## src/rtl/uart_tx_fifo_pkg.sv

```systemverilog
// Shared definitions for the UART transmit FIFO.
// Holds the default word width and depth, and the
// transmit handshake state encoding.
package uart_tx_fifo_pkg;

  localparam int DEF_DATA_LENGTH = 8;
  localparam int DEF_DEPTH       = 16;

  typedef enum logic [1:0] {
    IDLE      = 2'd0,
    SEND      = 2'd1,
    WAIT_DONE = 2'd2
  } tx_state_e;

endpackage

```

## src/rtl/uart_tx_fifo_if.sv

```systemverilog
// Bus bundle between the UART transmit FIFO and its surroundings.
//   write side : wr_en, wr_data -> full, empty, count, overflow
//   tx side    : tx_data, tx_start -> transmitter; tx_busy, tx_done <- transmitter
// The slave modport is the FIFO's view of the bus.
// The master modport is the view of the writer and the transmitter.
interface uart_tx_fifo_if
  import uart_tx_fifo_pkg::*;
#(
  parameter int DATA_LENGTH = DEF_DATA_LENGTH,
  parameter int DEPTH       = DEF_DEPTH
);
  localparam int CW = $clog2(DEPTH) + 1;

  logic                   wr_en;
  logic [DATA_LENGTH-1:0] wr_data;
  logic                   full;
  logic                   empty;
  logic [CW-1:0]          count;
  logic                   overflow;
  logic [DATA_LENGTH-1:0] tx_data;
  logic                   tx_start;
  logic                   tx_busy;
  logic                   tx_done;

  modport slave (
    input  wr_en, wr_data, tx_busy, tx_done,
    output full, empty, count, overflow, tx_data, tx_start
  );

  modport master (
    output wr_en, wr_data, tx_busy, tx_done,
    input  full, empty, count, overflow, tx_data, tx_start
  );
endinterface

```

## src/rtl/uart_fifo_mem.sv

```systemverilog
// Simple dual-port storage for the transmit FIFO.
// Writes are synchronous. Reads are asynchronous, so the head word
// can be captured on the same edge that pops it.
//   clk   : write clock
//   we    : write enable
//   waddr : write address
//   wdata : write data
//   raddr : read address
//   rdata : read data (combinational)
// The contents are not reset.
module uart_fifo_mem
  import uart_tx_fifo_pkg::*;
#(
  parameter int DATA_LENGTH = DEF_DATA_LENGTH,
  parameter int DEPTH       = DEF_DEPTH,
  localparam int AW         = $clog2(DEPTH)
) (
  input  logic                   clk,
  input  logic                   we,
  input  logic [AW-1:0]          waddr,
  input  logic [DATA_LENGTH-1:0] wdata,
  input  logic [AW-1:0]          raddr,
  output logic [DATA_LENGTH-1:0] rdata
);
  logic [DATA_LENGTH-1:0] mem [DEPTH];

  always_ff @(posedge clk) begin
    if (we) mem[waddr] <= wdata;
  end

  assign rdata = mem[raddr];
endmodule

```

## src/rtl/uart_tx_fifo.sv

```systemverilog
// UART transmit FIFO.
// It buffers words from a writer and hands them one at a time to a
// UART transmitter using a start/busy/done handshake.
//   clk : system clock, shared with the transmitter
//   rst : synchronous active-high reset
//   bus : uart_tx_fifo_if.slave
//         wr_en/wr_data  enqueue
//         full/empty/count/overflow  status
//         tx_data/tx_start  to the transmitter
//         tx_busy/tx_done  from the transmitter
// The interface parameters must match DATA_LENGTH and DEPTH.
module uart_tx_fifo
  import uart_tx_fifo_pkg::*;
#(
  parameter int DATA_LENGTH = DEF_DATA_LENGTH,
  parameter int DEPTH       = DEF_DEPTH
) (
  input  logic           clk,
  input  logic           rst,
  uart_tx_fifo_if.slave  bus
);
  localparam int AW = $clog2(DEPTH);
  localparam int CW = AW + 1;

  tx_state_e              state_q, state_d;
  logic [AW-1:0]          wr_ptr_q, wr_ptr_d;
  logic [AW-1:0]          rd_ptr_q, rd_ptr_d;
  logic [CW-1:0]          count_q, count_d;
  logic                   full_q, full_d;
  logic                   empty_q, empty_d;
  logic [DATA_LENGTH-1:0] tx_data_q, tx_data_d;
  logic                   tx_start_q, tx_start_d;
  logic                   overflow_q, overflow_d;

  logic                   push, pop;
  logic [DATA_LENGTH-1:0] rd_data;

  uart_fifo_mem #(
    .DATA_LENGTH(DATA_LENGTH),
    .DEPTH      (DEPTH)
  ) u_mem (
    .clk  (clk),
    .we   (push),
    .waddr(wr_ptr_q),
    .wdata(bus.wr_data),
    .raddr(rd_ptr_q),
    .rdata(rd_data)
  );

  always_comb begin
    state_d = state_q;
    pop     = 1'b0;
    case (state_q)
      IDLE: begin
        // Empty is registered, so a word written this cycle cannot be
        // popped until the next cycle (no write-through to the transmitter).
        if (!empty_q && !bus.tx_busy) begin
          pop     = 1'b1;
          state_d = SEND;
        end
      end
      SEND:      state_d = WAIT_DONE;
      WAIT_DONE: if (bus.tx_done) state_d = IDLE;
      default:   state_d = IDLE;
    endcase
  end

  always_comb begin
    // When the FIFO is full, a pop on the same edge frees a slot,
    // so the write is taken instead of being dropped.
    push       = bus.wr_en && (!full_q || pop);
    overflow_d = bus.wr_en && full_q && !pop;

    wr_ptr_d   = push ? wr_ptr_q + AW'(1) : wr_ptr_q;
    rd_ptr_d   = pop  ? rd_ptr_q + AW'(1) : rd_ptr_q;
    count_d    = count_q + {{AW{1'b0}}, push} - {{AW{1'b0}}, pop};
    full_d     = (count_d == CW'(DEPTH));
    empty_d    = (count_d == '0);

    tx_start_d = pop;
    tx_data_d  = pop ? rd_data : tx_data_q;
  end

  always_ff @(posedge clk) begin
    if (rst) begin
      state_q    <= IDLE;
      wr_ptr_q   <= '0;
      rd_ptr_q   <= '0;
      count_q    <= '0;
      full_q     <= 1'b0;
      empty_q    <= 1'b1;
      tx_data_q  <= '0;
      tx_start_q <= 1'b0;
      overflow_q <= 1'b0;
    end else begin
      state_q    <= state_d;
      wr_ptr_q   <= wr_ptr_d;
      rd_ptr_q   <= rd_ptr_d;
      count_q    <= count_d;
      full_q     <= full_d;
      empty_q    <= empty_d;
      tx_data_q  <= tx_data_d;
      tx_start_q <= tx_start_d;
      overflow_q <= overflow_d;
    end
  end

  assign bus.full     = full_q;
  assign bus.empty    = empty_q;
  assign bus.count    = count_q;
  assign bus.overflow = overflow_q;
  assign bus.tx_data  = tx_data_q;
  assign bus.tx_start = tx_start_q;
endmodule
```

## src/flat_wrapper.sv

```systemverilog
// flat-port wrapper written by rule: the top's interface ports become plain ports
module uart_tx_fifo_flat import uart_tx_fifo_pkg::*;
#(
  parameter int DATA_LENGTH = DEF_DATA_LENGTH,
  parameter int DEPTH       = DEF_DEPTH
)
  (clk, rst, bus_wr_en, bus_wr_data, bus_tx_busy, bus_tx_done, bus_full, bus_empty, bus_count, bus_overflow, bus_tx_data, bus_tx_start);
  uart_tx_fifo_if #(.DATA_LENGTH(DATA_LENGTH), .DEPTH(DEPTH)) bus_i ();
  input  logic clk;
  input  logic rst;
  input wire logic [$bits(bus_i.wr_en)-1:0] bus_wr_en;
  input wire logic [$bits(bus_i.wr_data)-1:0] bus_wr_data;
  input wire logic [$bits(bus_i.tx_busy)-1:0] bus_tx_busy;
  input wire logic [$bits(bus_i.tx_done)-1:0] bus_tx_done;
  output wire logic [$bits(bus_i.full)-1:0] bus_full;
  output wire logic [$bits(bus_i.empty)-1:0] bus_empty;
  output wire logic [$bits(bus_i.count)-1:0] bus_count;
  output wire logic [$bits(bus_i.overflow)-1:0] bus_overflow;
  output wire logic [$bits(bus_i.tx_data)-1:0] bus_tx_data;
  output wire logic [$bits(bus_i.tx_start)-1:0] bus_tx_start;
  assign bus_i.wr_en = bus_wr_en;
  assign bus_i.wr_data = bus_wr_data;
  assign bus_i.tx_busy = bus_tx_busy;
  assign bus_i.tx_done = bus_tx_done;
  assign bus_full = bus_i.full;
  assign bus_empty = bus_i.empty;
  assign bus_count = bus_i.count;
  assign bus_overflow = bus_i.overflow;
  assign bus_tx_data = bus_i.tx_data;
  assign bus_tx_start = bus_i.tx_start;
  uart_tx_fifo #(.DATA_LENGTH(DATA_LENGTH), .DEPTH(DEPTH)) u_core (.clk(clk), .rst(rst), .bus(bus_i));
endmodule
```

## config.mk

```make
export PLATFORM = sky130hd
export DESIGN_NAME = uart_tx_fifo_flat
export DESIGN_NICKNAME = d
export VERILOG_FILES = /design/src/rtl/uart_tx_fifo_pkg.sv /design/src/rtl/uart_tx_fifo_if.sv /design/src/rtl/uart_fifo_mem.sv /design/src/rtl/uart_tx_fifo.sv /design/src/flat_wrapper.sv
export SDC_FILE = /design/constraint.sdc
export NUM_CORES = 1
export LEC_CHECK = 0
export CAP_MARGIN = 10
export CORE_ASPECT_RATIO = 0.9
export CORE_MARGIN = 3
export CORE_UTILIZATION = 35
export DETAILED_ROUTE_END_ITERATION = 16
export SLEW_MARGIN = 5
export SYNTH_ARGS = -nofsm -noshare
export SYNTH_HDL_FRONTEND = slang
export SYNTH_HIERARCHICAL = 1
export SYNTH_SLANG_ARGS = --single-unit
```

## constraint.sdc

```tcl
create_clock -name clk -period 7.2 [get_ports clk]
set_clock_uncertainty 0.15 [all_clocks]
set_input_delay 2.16 -clock clk [delete_from_list [all_inputs] [get_ports clk]]
set_output_delay 2.16 -clock clk [all_outputs]
set_load 0.005 [all_outputs]
```

After elaboration in Yosys (flattened, before gate mapping):

Memories as Yosys holds them, arrays and structs flattened. A register that Yosys moved wholly into a read port is not among the register bits.
Cells that the tools add are included.

* bits in registers: 19
* bits in latches: 0
* RAM bits: 128
* memory bits (read-only): 0
* input port bits: 13
* memories: 1

* add/subtract/negate cells: 4
* multiply operators: 0
* divide/modulo/power cells: 0
* $lt $le $gt $ge: 0
* eq/ne operators: 5
* shift operators: 0
* mux-type cells: 7
* bitwise gates (word level): 0
* reductions and logical operators: 12

Memory list
* u_core.u_mem.mem: depth 16, width 8, read ports 1, clocked after Yosys merged registers in 1, wr ports 1, line uart_fifo_mem.sv:25 `logic [DATA_LENGTH-1:0] mem [DEPTH];`

Operator list (count)
* adder 4 x 1 -> 4 bit (second input constant): 2
* one-hot mux 2 bit (3 select lines): 1
* adder 5 x 1 -> 5 bit: 1
* == test 5 bit (second input constant): 1
* logical NOT 5 bit: 1
* subtractor 5 x 1 -> 5 bit: 1
* logical AND 1 bit: 4
* logical NOT 1 bit: 4
* two-way mux 1 bit: 4
* two-way mux 2 bit: 2
* == test 2 x 1 -> 1 bit (second input constant): 1
* == test 2 bit (second input constant): 1
* logical NOT 2 bit: 1
* != test 2 x 1 -> 1 bit (second input constant): 1
* != test 2 bit (second input constant): 1
* AND reduction 2 bit: 1
* logical OR 1 bit: 1

Longest topological paths before layout:

Gate-level depths: netlist (run 1).

* depth in word-level cells: 9
* mapped depth: 12
* gate-level depth less buffers: 11

Cells and area by module:

Netlist (run 1), hierarchy kept.

By module, submodules not included
* uart_fifo_mem: instances 1, cells each 221, area an instance 4987.3 um^2, sequential area each 3843.7 um^2
* uart_tx_fifo: instances 1, cells each 123, area an instance 1108.6 um^2, sequential area each 540.5 um^2

Least setup slack after synthesis (run 1):

Ideal clock, no wire load.

* kind: input -> register
* from: input bus_tx_busy
* to: register u_core.full_q (netlist: u_core/bus.full)
* setup time: 0.096 ns
* arrival time: 4.325 ns
* path slack: 2.629 ns
* cell stages on the path: 12
* path buffers: 1
* cells stage by stage: or4_4 inv_2 buf_4 ha_1 inv_1 ha_1 inv_1 fa_1 nand2b_1 a21oi_1 xnor2_1 nor4b_1

* longest elaborated chain between the ends: 9

Ends and longest elaborated chain
* start: declaration: line flat_wrapper.sv:13 `input wire logic [$bits(bus_i.tx_busy)-1:0] bus_tx_busy;`
* logical NOT 1 bit (*): line uart_tx_fifo.sv:57 `if (!empty_q && !bus.tx_busy) begin`
* logical AND 1 bit (*): line uart_tx_fifo.sv:57
* two-way mux 1 bit (*): line uart_tx_fifo.sv:57
* two-way mux 1 bit (*): line uart_tx_fifo.sv:53 `case (state_q)`
* via u_core.pop: line uart_tx_fifo.sv:35 `logic push, pop;`
* logical OR 1 bit: line uart_tx_fifo.sv:71 `push = bus.wr_en && (!full_q || pop);`
* logical AND 1 bit: line uart_tx_fifo.sv:71
* adder 5 x 1 -> 5 bit: line uart_tx_fifo.sv:76 `count_d = count_q + {{AW{1'b0}}, push} - {{AW{1'b0}}, pop};`
* subtractor 5 x 1 -> 5 bit (*): line uart_tx_fifo.sv:76
* == test 5 bit (*): line uart_tx_fifo.sv:77 `full_d = (count_d == CW'(DEPTH));`
* end signal: assignment: line uart_tx_fifo.sv:100 `full_q <= full_d;`
* end: declaration: line uart_tx_fifo.sv:29 `logic full_q, full_d;`

Mark *: on every way through the listed nets, which the timed path passes. The rest lies on a longest branch.
A chain may end at the register's enable or synchronous reset.

Worst setup path in the final report (run 1):

* from: input bus_tx_busy
* to: register u_core.full_q (netlist: u_core/bus.full)

* longest elaborated chain between the ends: 9

Ends and longest elaborated chain (line)
* logical NOT 1 bit (*): uart_tx_fifo.sv:57
* logical AND 1 bit (*): uart_tx_fifo.sv:57
* two-way mux 1 bit (*): uart_tx_fifo.sv:57
* two-way mux 1 bit (*): uart_tx_fifo.sv:53
* logical OR 1 bit: uart_tx_fifo.sv:71
* logical AND 1 bit: uart_tx_fifo.sv:71
* adder 5 x 1 -> 5 bit: uart_tx_fifo.sv:76
* subtractor 5 x 1 -> 5 bit (*): uart_tx_fifo.sv:76
* == test 5 bit (*): uart_tx_fifo.sv:77

Mark *: on every way between the ends. The rest lies on a longest branch, timed or not.

==> run_summary.xml, run 1 <==
<?xml version="1.0" encoding="UTF-8"?>
<metrics>
  <group name="clock_tree">
    <metric name="post_cts_resize_count" unit="">0</metric>
    <metric name="path_clk_slew" unit="ns">0.06</metric>
    <metric name="number_of_buffers_on_the_longest_clock_path" unit="">2</metric>
    <metric name="cts.htree.levels" unit="">4</metric>
    <metric name="cts_setup_buffers" unit="">0</metric>
    <metric name="numCtsBuffers" unit="">17</metric>
    <metric name="clk_root_buffer_cell" unit="">clkbuf_16</metric>
    <metric name="tritoncts" unit="">yes</metric>
    <metric name="number_of_clock_sinks" unit="">155</metric>
    <metric name="cts-hold-fix-buffers" unit="">0</metric>
    <metric name="clock_latency" unit="ns">0.42</metric>
  </group>
  <group name="grt">
    <metric name="gr-total-overflow" unit="">0</metric>
    <metric name="busiest_layer" unit="">met2</metric>
    <metric name="first_pass_grt_wire_length" unit="um">18260</metric>
    <metric name="vias_in_the_first_global_route" unit="">3183</metric>
    <metric name="number_of_antenna_violations_at_the_first_check_in_global_routing" unit="">0</metric>
    <metric name="met2_resource_use_gr" unit="%">19.60</metric>
    <metric name="grt_max_degree" unit="">36</metric>
    <metric name="groute.usage.overall" unit="%">12.68</metric>
    <metric name="gr-usage-met1" unit="%">17.30</metric>
    <metric name="grtUsageMet3" unit="%">4.724</metric>
  </group>
  <group name="cells_and_area">
    <metric name="register_area" unit="um2">4385</metric>
    <metric name="synthToLayoutAreaGrowth" unit="%">17.32</metric>
    <metric name="layout_common_cells" unit="">edfxtp_1, nand2_1, clkdlybuf4s50_1, nor2_1, dfxtp_1</metric>
    <metric name="finish.net_count" unit="">404</metric>
    <metric name="fin_util" unit="%">42.20</metric>
    <metric name="post_route_cells_drive_above_1_share" unit="%">13.92</metric>
    <metric name="layout.cells.most_common" unit="">edfxtp_1</metric>
    <metric name="multi_input_area" unit="um2">1573</metric>
    <metric name="layoutNonFillerInstCount" unit="">630</metric>
    <metric name="diodes" unit="">0</metric>
    <metric name="filler_cell_count" unit="">1495</metric>
  </group>
  <group name="logic_synthesis">
    <metric name="edff_count_synth" unit="">128</metric>
    <metric name="synth.avg_cell_area" unit="um2">17.72</metric>
    <metric name="synth-seq-cells" unit="">155</metric>
    <metric name="yosysSeqAreaShare" unit="%">71.92</metric>
    <metric name="netlist-cell-type-count" unit="">36</metric>
    <metric name="yosys_warnings" unit="">6</metric>
    <metric name="synth.net_count" unit="">365</metric>
    <metric name="most_used_dff_post_synth" unit="">edfxtp_1</metric>
    <metric name="synthesis.instances" unit="">344</metric>
    <metric name="synthesis.area" unit="um2">6096</metric>
    <metric name="ys_async_sr_fraction" unit="%">0</metric>
  </group>
  <group name="setup_path">
    <metric name="worst-setup-path-type" unit="">primary input to flip-flop</metric>
    <metric name="crit_arrival" unit="ns">5.01</metric>
    <metric name="critical_path.startpoint_type" unit="">primary input</metric>
    <metric name="worstReg2RegStart" unit="">u_core/state_q[1]</metric>
    <metric name="crit_chain" unit="">clkdlybuf4s50_1 -&gt; or4_4 -&gt; inv_2 -&gt; ha_1 -&gt; inv_1 -&gt; ha_1 -&gt; inv_1 -&gt; fa_1 -&gt; nand2b_1 -&gt; a21oi_1 -&gt; xnor2_1 -&gt; nor4b_1</metric>
    <metric name="critPathRequiredTime" unit="ns">7.37</metric>
    <metric name="startpoint" unit="">bus_tx_busy</metric>
    <metric name="timing.critical_path.buf_inv" unit="">4</metric>
    <metric name="critical-path-max-stage-delay" unit="ns">0.52</metric>
    <metric name="end_kind" unit="">flip-flop</metric>
    <metric name="r2r_setup_slack" unit="ns">4.08</metric>
    <metric name="cp_slowest_cell" unit="">or4_4</metric>
    <metric name="worst_path_dominant_cell_family" unit="">simple AND/OR/NAND/NOR gates</metric>
    <metric name="worst_r2r_path_depth" unit="">11</metric>
    <metric name="regToRegEndpoint" unit="">u_core/bus.full</metric>
    <metric name="cp_max_fo" unit="">13</metric>
  </group>
  <group name="route">
    <metric name="post-route-drc-count" unit="">0</metric>
    <metric name="postRouteWirelength" unit="um">11820</metric>
    <metric name="drt_pass1_iterations" unit="">4</metric>
    <metric name="route.antenna.remaining_nets" unit="">0</metric>
    <metric name="route.detailed.vias_per_inst" unit="">4.865</metric>
    <metric name="drt_iter0_markers" unit="">181</metric>
    <metric name="dr_total_vias" unit="">3065</metric>
    <metric name="wl_per_cell" unit="um">18.77</metric>
  </group>
  <group name="timing">
    <metric name="worst_slew_pin_slew" unit="ns">0.9849</metric>
    <metric name="clock.fmax" unit="MHz">206.3</metric>
    <metric name="max-slew-margin-rel" unit="%">34.10</metric>
    <metric name="slew_violations" unit="">0</metric>
    <metric name="setup-violations-final" unit="">0</metric>
    <metric name="hold_viol" unit="">0</metric>
    <metric name="fin_crit" unit="ns">4.847</metric>
    <metric name="share_of_the_clock_period_used_by_the_worst_path_after_layout" unit="%">67.32</metric>
    <metric name="rsz0062_at_grt" unit="">false</metric>
    <metric name="setup_tns" unit="ns">0</metric>
  </group>
  <group name="die">
    <metric name="initial_core_util" unit="%">35.97</metric>
    <metric name="core_area" unit="um2">16950</metric>
    <metric name="row_count" unit="">45</metric>
    <metric name="die_area" unit="um2">19040</metric>
    <metric name="die_height" unit="um">131.2</metric>
    <metric name="die_boundary_width" unit="um">145.1</metric>
    <metric name="ios" unit="">30</metric>
  </group>
  <group name="hold_path">
    <metric name="hold_path.class" unit="">flip-flop to flip-flop</metric>
    <metric name="holdPathStages" unit="">2</metric>
    <metric name="worst_hold_startpoint" unit="">u_core/bus.tx_data[0]</metric>
    <metric name="worstHoldEndpoint" unit="">u_core/bus.tx_data[0]</metric>
  </group>
  <group name="placed_design">
    <metric name="placed_cells_incl_taps" unit="">599</metric>
    <metric name="io_buffers" unit="">29</metric>
    <metric name="placer_congestion" unit="">0.7794</metric>
    <metric name="dp_hpwl" unit="um">7325</metric>
  </group>
  <group name="power_and_ir_drop">
    <metric name="power_leakage" unit="nW">2.313</metric>
    <metric name="design_power_total" unit="mW">2.306</metric>
    <metric name="p_per_area" unit="nW/um2">322.4</metric>
    <metric name="ir_drop" unit="V">0.0001887</metric>
  </group>
  <group name="job">
    <metric name="count_of_max_cap_constraint_violations" unit="">0</metric>
  </group>
  <group name="run_status">
    <metric name="result_of_the_run" unit="">complete, no violations</metric>
  </group>
</metrics>
[cell usage after synthesis (2+ instances only)]
cell type | number | area (um2)
nor2_1 | 29 | 108.9
edfxtp_1 | 128 | 3844
mux4_2 | 18 | 405.4
nand2_1 | 31 | 116.4
nor3_1 | 4 | 20.02
inv_1 | 7 | 26.28
xnor2_1 | 3 | 26.28
dfxtp_1 | 27 | 540.5
clkdlybuf4s25_2 | 3 | 30.03
buf_4 | 2 | 15.01
nand2b_1 | 3 | 18.77
a22oi_1 | 16 | 120.1
xor2_1 | 7 | 61.31
nand3b_1 | 2 | 15.01
clkbuf_1 | 4 | 15.01
buf_2 | 3 | 15.01
nor2b_1 | 3 | 18.77
ha_1 | 7 | 87.58
a21oi_1 | 12 | 60.06
nand3_1 | 4 | 20.02
buf_6 | 3 | 33.78
mux4_1 | 14 | 367.9
[cell families after synthesis]
group / count (synthesis) / share of synthesized area (%)
buffers and inverters: 23 / 2.278
flip-flops: 155 / 71.92
AO/OA/AOI/OAI: 31 / 3.510
multiplexers: 33 / 12.85
XOR/XNOR: 10 / 1.437
AND/OR/NAND/NOR: 84 / 6.240
adder cells (fa/ha/maj): 8 / 1.765
[worst reg2reg max path: stages, from the launching register on]
cell	delay, ns
dfxtp_1	0.34
or4_4	0.64
inv_2	0.23
ha_1	0.27
inv_1	0.05
ha_1	0.15
inv_1	0.06
fa_1	0.42
nand2b_1	0.16
a21oi_1	0.15
xnor2_1	0.12
nor4b_1	0.28
[per-stage QoR]
step	hold WS, ns	cell area (um2)	worst slack (ns)
6_report	0.3094	7152	2.353
5_1_grt	0.3478	7152	2.184
4_1_cts	0.3105	7152	2.365
3_5_place_dp	0.3027	6618	1.960
3_3_place_gp	0.2992	6618	1.993
2_1_floorplan	0.3027	6096	2.629
[report_power, final]
group | leakage, nW | switching (mW) | internal, mW
combinational | 0.680 | 0.216 | 0.215
sequential | 1.38 | 0.0377 | 1.03
clock | 0.256 | 0.336 | 0.472
total | 2.31 | 0.589 | 1.72
[final cells by class]
class	instances	area share, %
sequential	155	61.32
multi-input combinational	166	21.99
clock buffer	20	6.106
timing repair buffer	35	4.689
tap	235	4.111
clock inverter	11	1.365
inverter	8	0.4199
[state kept, by name (all words and copies together) (netlist names)]
register	count
u_core/u_mem/mem	128
u_core/bus.tx_data	8
u_core/wr_ptr_q	4
u_core/rd_ptr_q	4
u_core/bus.tx_start	1
u_core/bus.empty	1
u_core/bus.count	5
u_core/bus.full	1
u_core/bus.overflow	1
u_core/state_q	2
[worst max-delay path by stage]
stage / end / slack (ns) / cells past startpoint
floorplan: u_core/bus.full / 2.63 / 12
global placement: u_core/bus.full / 1.99 / 12
detailed placement: u_core/bus.full / 1.96 / 12
CTS: u_core/bus.full / 2.37 / 12
global route: u_core/bus.full / 2.18 / 12
finish: u_core/bus.full / 2.35 / 12
[metal layers]
metal	wire, um	part of all wire (%)
met1	5519	47
met2	5480	46
met3	822	7.0
met4	0	0
met5	0	0
No activity file was read; power rests on OpenSTA's default activity.
==> run 2, diff against run 1 <==
==> constraint.sdc (replaced) <==
create_clock -name clk -period 3.94 [get_ports clk]
set_clock_uncertainty 0.15 [all_clocks]
set_input_delay 1.182 -clock clk [delete_from_list [all_inputs] [get_ports clk]]
set_output_delay 1.182 -clock clk [all_outputs]
set_load 0.005 [all_outputs]
==> run_summary.xml, run 2 (synthesis gave the netlist of run 1 again) <==
<?xml version="1.0" encoding="UTF-8"?>
<metrics>
  <group name="setup_path">
    <metric name="regToRegEndpoint" unit="">u_core/bus.full</metric>
    <metric name="worst-setup-path-type" unit="">primary input to flip-flop</metric>
    <metric name="critPathRequiredTime" unit="ns">4.11</metric>
    <metric name="end_kind" unit="">flip-flop</metric>
    <metric name="cp_max_fo" unit="">3</metric>
    <metric name="critical-path-max-stage-delay" unit="ns">0.44</metric>
    <metric name="startpoint" unit="">bus_tx_busy</metric>
    <metric name="crit_chain" unit="">clkdlybuf4s50_1 -&gt; or4_4 -&gt; inv_2 -&gt; ha_1 -&gt; inv_1 -&gt; ha_1 -&gt; inv_1 -&gt; fa_1 -&gt; nand2b_1 -&gt; a21oi_1 -&gt; xnor2_1 -&gt; nor4b_1</metric>
    <metric name="r2r_setup_slack" unit="ns">1.07</metric>
    <metric name="worstReg2RegStart" unit="">u_core/state_q[1]</metric>
    <metric name="cp_slowest_cell" unit="">clkdlybuf4s50_1</metric>
    <metric name="critical_path.startpoint_type" unit="">primary input</metric>
    <metric name="crit_arrival" unit="ns">3.78</metric>
    <metric name="worst_r2r_path_depth" unit="">11</metric>
  </group>
  <group name="power_and_ir_drop">
    <metric name="power_leakage" unit="nW">2.448</metric>
    <metric name="ir_drop" unit="V">0.0004077</metric>
    <metric name="p_per_area" unit="nW/um2">594.7</metric>
  </group>
  <group name="job">
    <metric name="count_of_max_cap_constraint_violations" unit="">0</metric>
  </group>
  <group name="clock_tree">
    <metric name="cts-hold-fix-buffers" unit="">0</metric>
    <metric name="number_of_clock_sinks" unit="">155</metric>
    <metric name="numCtsBuffers" unit="">17</metric>
    <metric name="number_of_buffers_on_the_longest_clock_path" unit="">2</metric>
    <metric name="cts.htree.levels" unit="">4</metric>
    <metric name="post_cts_resize_count" unit="">0</metric>
    <metric name="clock_latency" unit="ns">0.42</metric>
    <metric name="cts_setup_buffers" unit="">0</metric>
    <metric name="clk_root_buffer_cell" unit="">clkbuf_16</metric>
    <metric name="tritoncts" unit="">yes</metric>
    <metric name="path_clk_slew" unit="ns">0.07</metric>
  </group>
  <group name="die">
    <metric name="die_area" unit="um2">19040</metric>
    <metric name="die_height" unit="um">131.2</metric>
    <metric name="initial_core_util" unit="%">35.97</metric>
    <metric name="die_boundary_width" unit="um">145.1</metric>
    <metric name="ios" unit="">30</metric>
    <metric name="core_area" unit="um2">16950</metric>
    <metric name="row_count" unit="">45</metric>
  </group>
  <group name="timing">
    <metric name="worst_slew_pin_slew" unit="ns">0.8261</metric>
    <metric name="share_of_the_clock_period_used_by_the_worst_path_after_layout" unit="%">91.80</metric>
    <metric name="fin_crit" unit="ns">3.617</metric>
    <metric name="max-slew-margin-rel" unit="%">44.82</metric>
    <metric name="setup-violations-final" unit="">0</metric>
    <metric name="slew_violations" unit="">0</metric>
    <metric name="hold_viol" unit="">0</metric>
    <metric name="setup_tns" unit="ns">0</metric>
    <metric name="clock.fmax" unit="MHz">276.5</metric>
    <metric name="rsz0062_at_grt" unit="">false</metric>
  </group>
  <group name="route">
    <metric name="route.detailed.vias_per_inst" unit="">4.860</metric>
    <metric name="drt_pass1_iterations" unit="">4</metric>
    <metric name="post-route-drc-count" unit="">0</metric>
    <metric name="route.antenna.remaining_nets" unit="">0</metric>
    <metric name="wl_per_cell" unit="um">18.41</metric>
    <metric name="dr_total_vias" unit="">3159</metric>
    <metric name="drt_iter0_markers" unit="">212</metric>
    <metric name="postRouteWirelength" unit="um">11960</metric>
  </group>
  <group name="cells_and_area">
    <metric name="layout.cells.most_common" unit="">edfxtp_1</metric>
    <metric name="multi_input_area" unit="um2">1573</metric>
    <metric name="max_flop_register" unit="">u_core/u_mem/mem</metric>
    <metric name="largest_reg_flops" unit="">128</metric>
    <metric name="post-route-cell-area" unit="um2">7368</metric>
    <metric name="synthToLayoutAreaGrowth" unit="%">20.87</metric>
    <metric name="layout_common_cells" unit="">edfxtp_1, nand2_1, clkdlybuf4s50_1, nor2_1, dfxtp_1</metric>
    <metric name="diodes" unit="">0</metric>
    <metric name="filler_cell_count" unit="">1507</metric>
    <metric name="finish.net_count" unit="">423</metric>
    <metric name="layoutNonFillerInstCount" unit="">650</metric>
    <metric name="register_area" unit="um2">4385</metric>
    <metric name="fin_util" unit="%">43.48</metric>
    <metric name="post_route_cells_drive_above_1_share" unit="%">19.28</metric>
  </group>
  <group name="hold_path">
    <metric name="hold_path.class" unit="">flip-flop to flip-flop</metric>
    <metric name="holdPathStages" unit="">2</metric>
    <metric name="worstHoldEndpoint" unit="">u_core/bus.tx_data[3]</metric>
    <metric name="worst_hold_startpoint" unit="">u_core/bus.tx_data[3]</metric>
  </group>
  <group name="placed_design">
    <metric name="placed_cells_incl_taps" unit="">618</metric>
    <metric name="dp_hpwl" unit="um">7685</metric>
    <metric name="place_area" unit="um2">6760</metric>
    <metric name="io_buffers" unit="">29</metric>
    <metric name="placer_congestion" unit="">0.6997</metric>
  </group>
  <group name="grt">
    <metric name="grt_max_degree" unit="">36</metric>
    <metric name="gr-total-overflow" unit="">0</metric>
    <metric name="vias_in_the_first_global_route" unit="">3220</metric>
    <metric name="groute.usage.overall" unit="%">13.38</metric>
    <metric name="number_of_antenna_violations_at_the_first_check_in_global_routing" unit="">0</metric>
    <metric name="first_pass_grt_wire_length" unit="um">18980</metric>
  </group>
  <group name="run_status">
    <metric name="result_of_the_run" unit="">complete, no violations</metric>
  </group>
</metrics>
==> run 2: changes by cell type in the layout (fill, tap and decap cells not counted), sizes merged <==
cell	before	now
buf	6	25
clkbuf	20	19
inv	10	13
clkinv	6	5
==> run 2: how the worst max path moves through the flow <==
stage	endpoint
2_1_floorplan	u_core/bus.full
3_3_place_gp	u_core/bus.full
3_5_place_dp	u_core/bus.full
4_1_cts	u_core/bus.full
5_1_grt	u_core/bus.full
6_report	u_core/bus.full
==> run 2: stage by stage <==
step	worst slack, ns	hold slack, ns	power, mW
2_1_floorplan	0.3466	0.3027	2.518
3_3_place_gp	0.02569	0.2969	2.782
3_5_place_dp	-0.08145	0.2993	2.806
4_1_cts	0.3423	0.3087	4.428
5_1_grt	0.1116	0.3380	4.599
6_report	0.3232	0.3044	4.382
==> run 2: worst max-delay path: cells and delay by family <==
kind            cells  cell delay (ns)
simple gates        3             0.91
buf+inv             4             0.62
xor+xnor            1             0.12
compound gates      1             0.16
fa+ha+maj           3             0.79
==> run 2: area by class of cell <==
type / count / share of cell area, %
clock inverters: 13 / 2.106
repair buffers: 54 / 6.487
clock buffers: 19 / 6.147
inverters: 8 / 0.4075
multi-input cells: 166 / 21.34
well taps: 235 / 3.990
flip-flops and latches: 155 / 59.52
==> run 2: report_power, final <==
group,internal (mW),switching (mW),leakage (nW)
logic,0.420,0.384,0.779
registers,1.88,0.0836,1.38
clock network,0.932,0.683,0.292
==> run 2: per-layer routing <==
metal / up-vias / global-route usage (%) / share of wire (%)
met5: - / 0 / 0
met4: 0 / 3.534 / 0.59
met3: 7 / 4.172 / 8.3
met2: 83 / 20.86 / 48
met1: 1599 / 18.40 / 43
li1: 1470 / - / -
==> run 3, diff against run 2 <==
--- a/config.mk
+++ b/config.mk
@@ -8,8 +8,9 @@
 export CAP_MARGIN = 10
 export CORE_ASPECT_RATIO = 0.9
 export CORE_MARGIN = 3
-export CORE_UTILIZATION = 35
+export CORE_UTILIZATION = 25
 export DETAILED_ROUTE_END_ITERATION = 16
+export HOLD_SLACK_MARGIN = 0.03
 export SLEW_MARGIN = 5
 export SYNTH_ARGS = -nofsm -noshare
 export SYNTH_HDL_FRONTEND = slang
==> run_summary.xml, run 3 (synthesis gave the netlist of run 1 again) <==
<?xml version="1.0" encoding="UTF-8"?>
<metrics>
  <group name="setup_path">
    <metric name="cp_max_fo" unit="">3</metric>
    <metric name="crit_chain" unit="">clkdlybuf4s50_1 -&gt; or4_4 -&gt; inv_2 -&gt; ha_1 -&gt; inv_1 -&gt; ha_1 -&gt; inv_1 -&gt; fa_1 -&gt; nand2b_1 -&gt; a21oi_1 -&gt; xnor2_1 -&gt; nor4b_1</metric>
    <metric name="r2r_setup_slack" unit="ns">1.11</metric>
    <metric name="critical_path.startpoint_type" unit="">primary input</metric>
    <metric name="worst_path_dominant_cell_family" unit="">simple AND/OR/NAND/NOR gates</metric>
    <metric name="worstReg2RegStart" unit="">u_core/state_q[1]</metric>
    <metric name="worst_r2r_path_depth" unit="">11</metric>
    <metric name="timing.critical_path.buf_inv" unit="">4</metric>
    <metric name="critPathRequiredTime" unit="ns">4.11</metric>
    <metric name="regToRegEndpoint" unit="">u_core/bus.full</metric>
    <metric name="worst-setup-path-type" unit="">primary input to flip-flop</metric>
    <metric name="crit_arrival" unit="ns">3.76</metric>
    <metric name="critical-path-max-stage-delay" unit="ns">0.44</metric>
    <metric name="cp_slowest_cell" unit="">clkdlybuf4s50_1</metric>
    <metric name="end_kind" unit="">flip-flop</metric>
  </group>
  <group name="power_and_ir_drop">
    <metric name="power_leakage" unit="nW">2.433</metric>
    <metric name="ir_drop" unit="V">0.0003026</metric>
    <metric name="design_power_total" unit="mW">4.341</metric>
    <metric name="p_per_area" unit="nW/um2">585.4</metric>
  </group>
  <group name="timing">
    <metric name="max-slew-margin-rel" unit="%">38.53</metric>
    <metric name="slew_violations" unit="">0</metric>
    <metric name="fin_crit" unit="ns">3.592</metric>
    <metric name="clock.fmax" unit="MHz">278.4</metric>
    <metric name="setup-violations-final" unit="">0</metric>
    <metric name="rsz0062_at_grt" unit="">false</metric>
    <metric name="worst_slew_pin_slew" unit="ns">0.9201</metric>
    <metric name="share_of_the_clock_period_used_by_the_worst_path_after_layout" unit="%">91.17</metric>
    <metric name="setup_tns" unit="ns">0</metric>
    <metric name="hold_viol" unit="">0</metric>
    <metric name="whs" unit="ns">0.3010</metric>
  </group>
  <group name="placed_design">
    <metric name="dp_hpwl" unit="um">7768</metric>
    <metric name="io_buffers" unit="">29</metric>
    <metric name="placed_cells_incl_taps" unit="">684</metric>
    <metric name="placer_congestion" unit="">0.7269</metric>
    <metric name="place_area" unit="um2">6838</metric>
  </group>
  <group name="clock_tree">
    <metric name="number_of_buffers_on_the_longest_clock_path" unit="">2</metric>
    <metric name="numCtsBuffers" unit="">17</metric>
    <metric name="cts-hold-fix-buffers" unit="">0</metric>
    <metric name="tritoncts" unit="">yes</metric>
    <metric name="path_clk_slew" unit="ns">0.06</metric>
    <metric name="clk_root_buffer_cell" unit="">clkbuf_16</metric>
    <metric name="number_of_clock_sinks" unit="">155</metric>
    <metric name="cts.htree.levels" unit="">4</metric>
    <metric name="cts_setup_buffers" unit="">0</metric>
    <metric name="post_cts_resize_count" unit="">0</metric>
    <metric name="clock_latency" unit="ns">0.42</metric>
  </group>
  <group name="grt">
    <metric name="groute.usage.overall" unit="%">9.558</metric>
    <metric name="grtUsageMet3" unit="%">2.982</metric>
    <metric name="met2_resource_use_gr" unit="%">13.91</metric>
    <metric name="number_of_antenna_violations_at_the_first_check_in_global_routing" unit="">0</metric>
    <metric name="grt_max_degree" unit="">36</metric>
    <metric name="busiest_layer" unit="">met2</metric>
    <metric name="first_pass_grt_wire_length" unit="um">18640</metric>
    <metric name="vias_in_the_first_global_route" unit="">3169</metric>
    <metric name="gr-total-overflow" unit="">0</metric>
    <metric name="gr-usage-met1" unit="%">13.74</metric>
  </group>
  <group name="route">
    <metric name="wl_per_cell" unit="um">17.03</metric>
    <metric name="drt_iter0_markers" unit="">246</metric>
    <metric name="route.antenna.remaining_nets" unit="">0</metric>
    <metric name="post-route-drc-count" unit="">0</metric>
    <metric name="route.detailed.vias_per_inst" unit="">4.405</metric>
    <metric name="postRouteWirelength" unit="um">12190</metric>
    <metric name="dr_total_vias" unit="">3154</metric>
    <metric name="drt_pass1_iterations" unit="">5</metric>
  </group>
  <group name="cells_and_area">
    <metric name="finish.net_count" unit="">422</metric>
    <metric name="layoutNonFillerInstCount" unit="">716</metric>
    <metric name="synthToLayoutAreaGrowth" unit="%">21.65</metric>
    <metric name="filler_cell_count" unit="">2239</metric>
    <metric name="diodes" unit="">0</metric>
    <metric name="layout.cells.most_common" unit="">edfxtp_1</metric>
    <metric name="post-route-cell-area" unit="um2">7416</metric>
    <metric name="max_flop_register" unit="">u_core/u_mem/mem</metric>
    <metric name="post_route_cells_drive_above_1_share" unit="%">19.08</metric>
    <metric name="largest_reg_flops" unit="">128</metric>
    <metric name="layout_common_cells" unit="">edfxtp_1, nand2_1, clkdlybuf4s50_1, nor2_1, dfxtp_1</metric>
  </group>
  <group name="run_status">
    <metric name="result_of_the_run" unit="">complete, no violations</metric>
  </group>
  <group name="die">
    <metric name="ios" unit="">30</metric>
    <metric name="row_count" unit="">53</metric>
    <metric name="initial_core_util" unit="%">25.75</metric>
    <metric name="die_boundary_width" unit="um">170.6</metric>
    <metric name="die_area" unit="um2">26300</metric>
    <metric name="die_height" unit="um">154.1</metric>
    <metric name="core_area" unit="um2">23670</metric>
  </group>
  <group name="hold_path">
    <metric name="worstHoldEndpoint" unit="">u_core/bus.tx_data[7]</metric>
    <metric name="hold_path.class" unit="">flip-flop to flip-flop</metric>
    <metric name="holdPathStages" unit="">2</metric>
    <metric name="worst_hold_startpoint" unit="">u_core/bus.tx_data[7]</metric>
  </group>
  <group name="job">
    <metric name="count_of_max_cap_constraint_violations" unit="">0</metric>
  </group>
</metrics>
run 3: per-stage QoR:
stage	setup WS [ns]	utilization, %
finish	0.3479	31.32
global route	0.1148	31.32
CTS	0.3464	31.32
detailed placement	-0.07667	28.88
global placement	0.009691	28.88
floorplan	0.3466	-
run 3: worst min-delay path, delay by kind of cell (launching register included):
family	cells	cell delay, ns
and+or+nand+nor	1	0.05
DFF	1	0.31
AOI/OAI and AO/OA	1	0.05
run 3: worst max-delay path by stage:
stage	from	endpoint	slack [ns]	depth (start not counted)
after global routing	bus_tx_busy	u_core/bus.full	0.11	12
after floorplan	bus_tx_busy	u_core/bus.full	0.35	12
after CTS	bus_tx_busy	u_core/bus.full	0.35	12
final	bus_tx_busy	u_core/bus.full	0.35	12
after detailed placement	bus_tx_busy	u_core/bus.full	-0.08	12
after global placement	bus_tx_busy	u_core/bus.full	0.01	12
run 3: cell type report:
cell class                      count  area [um2]  area share, %
Tap cell                          302       377.9          5.095
Sequential cell                   155        4387          59.15
Clock inverter                     13       135.1          1.822
Timing Repair Buffer               53       470.5          6.344
Inverter                            8       30.03         0.4049
Multi-Input combinational cell    166        1573          21.21
Clock buffer                       19       442.9          5.973
run 3: per-layer routing:
layer  routed length [um]  vias to the layer above
li1                     -                     1458
met1                 5705                     1587
met2                 5485                      101
met3                  935                        8
met4                   67                        0
met5                    0                        -
run 3: report_power, final:
group / internal, mW / switching [mW]
clock: 0.905 / 0.672
sequential: 1.88 / 0.0787
combinational: 0.420 / 0.387
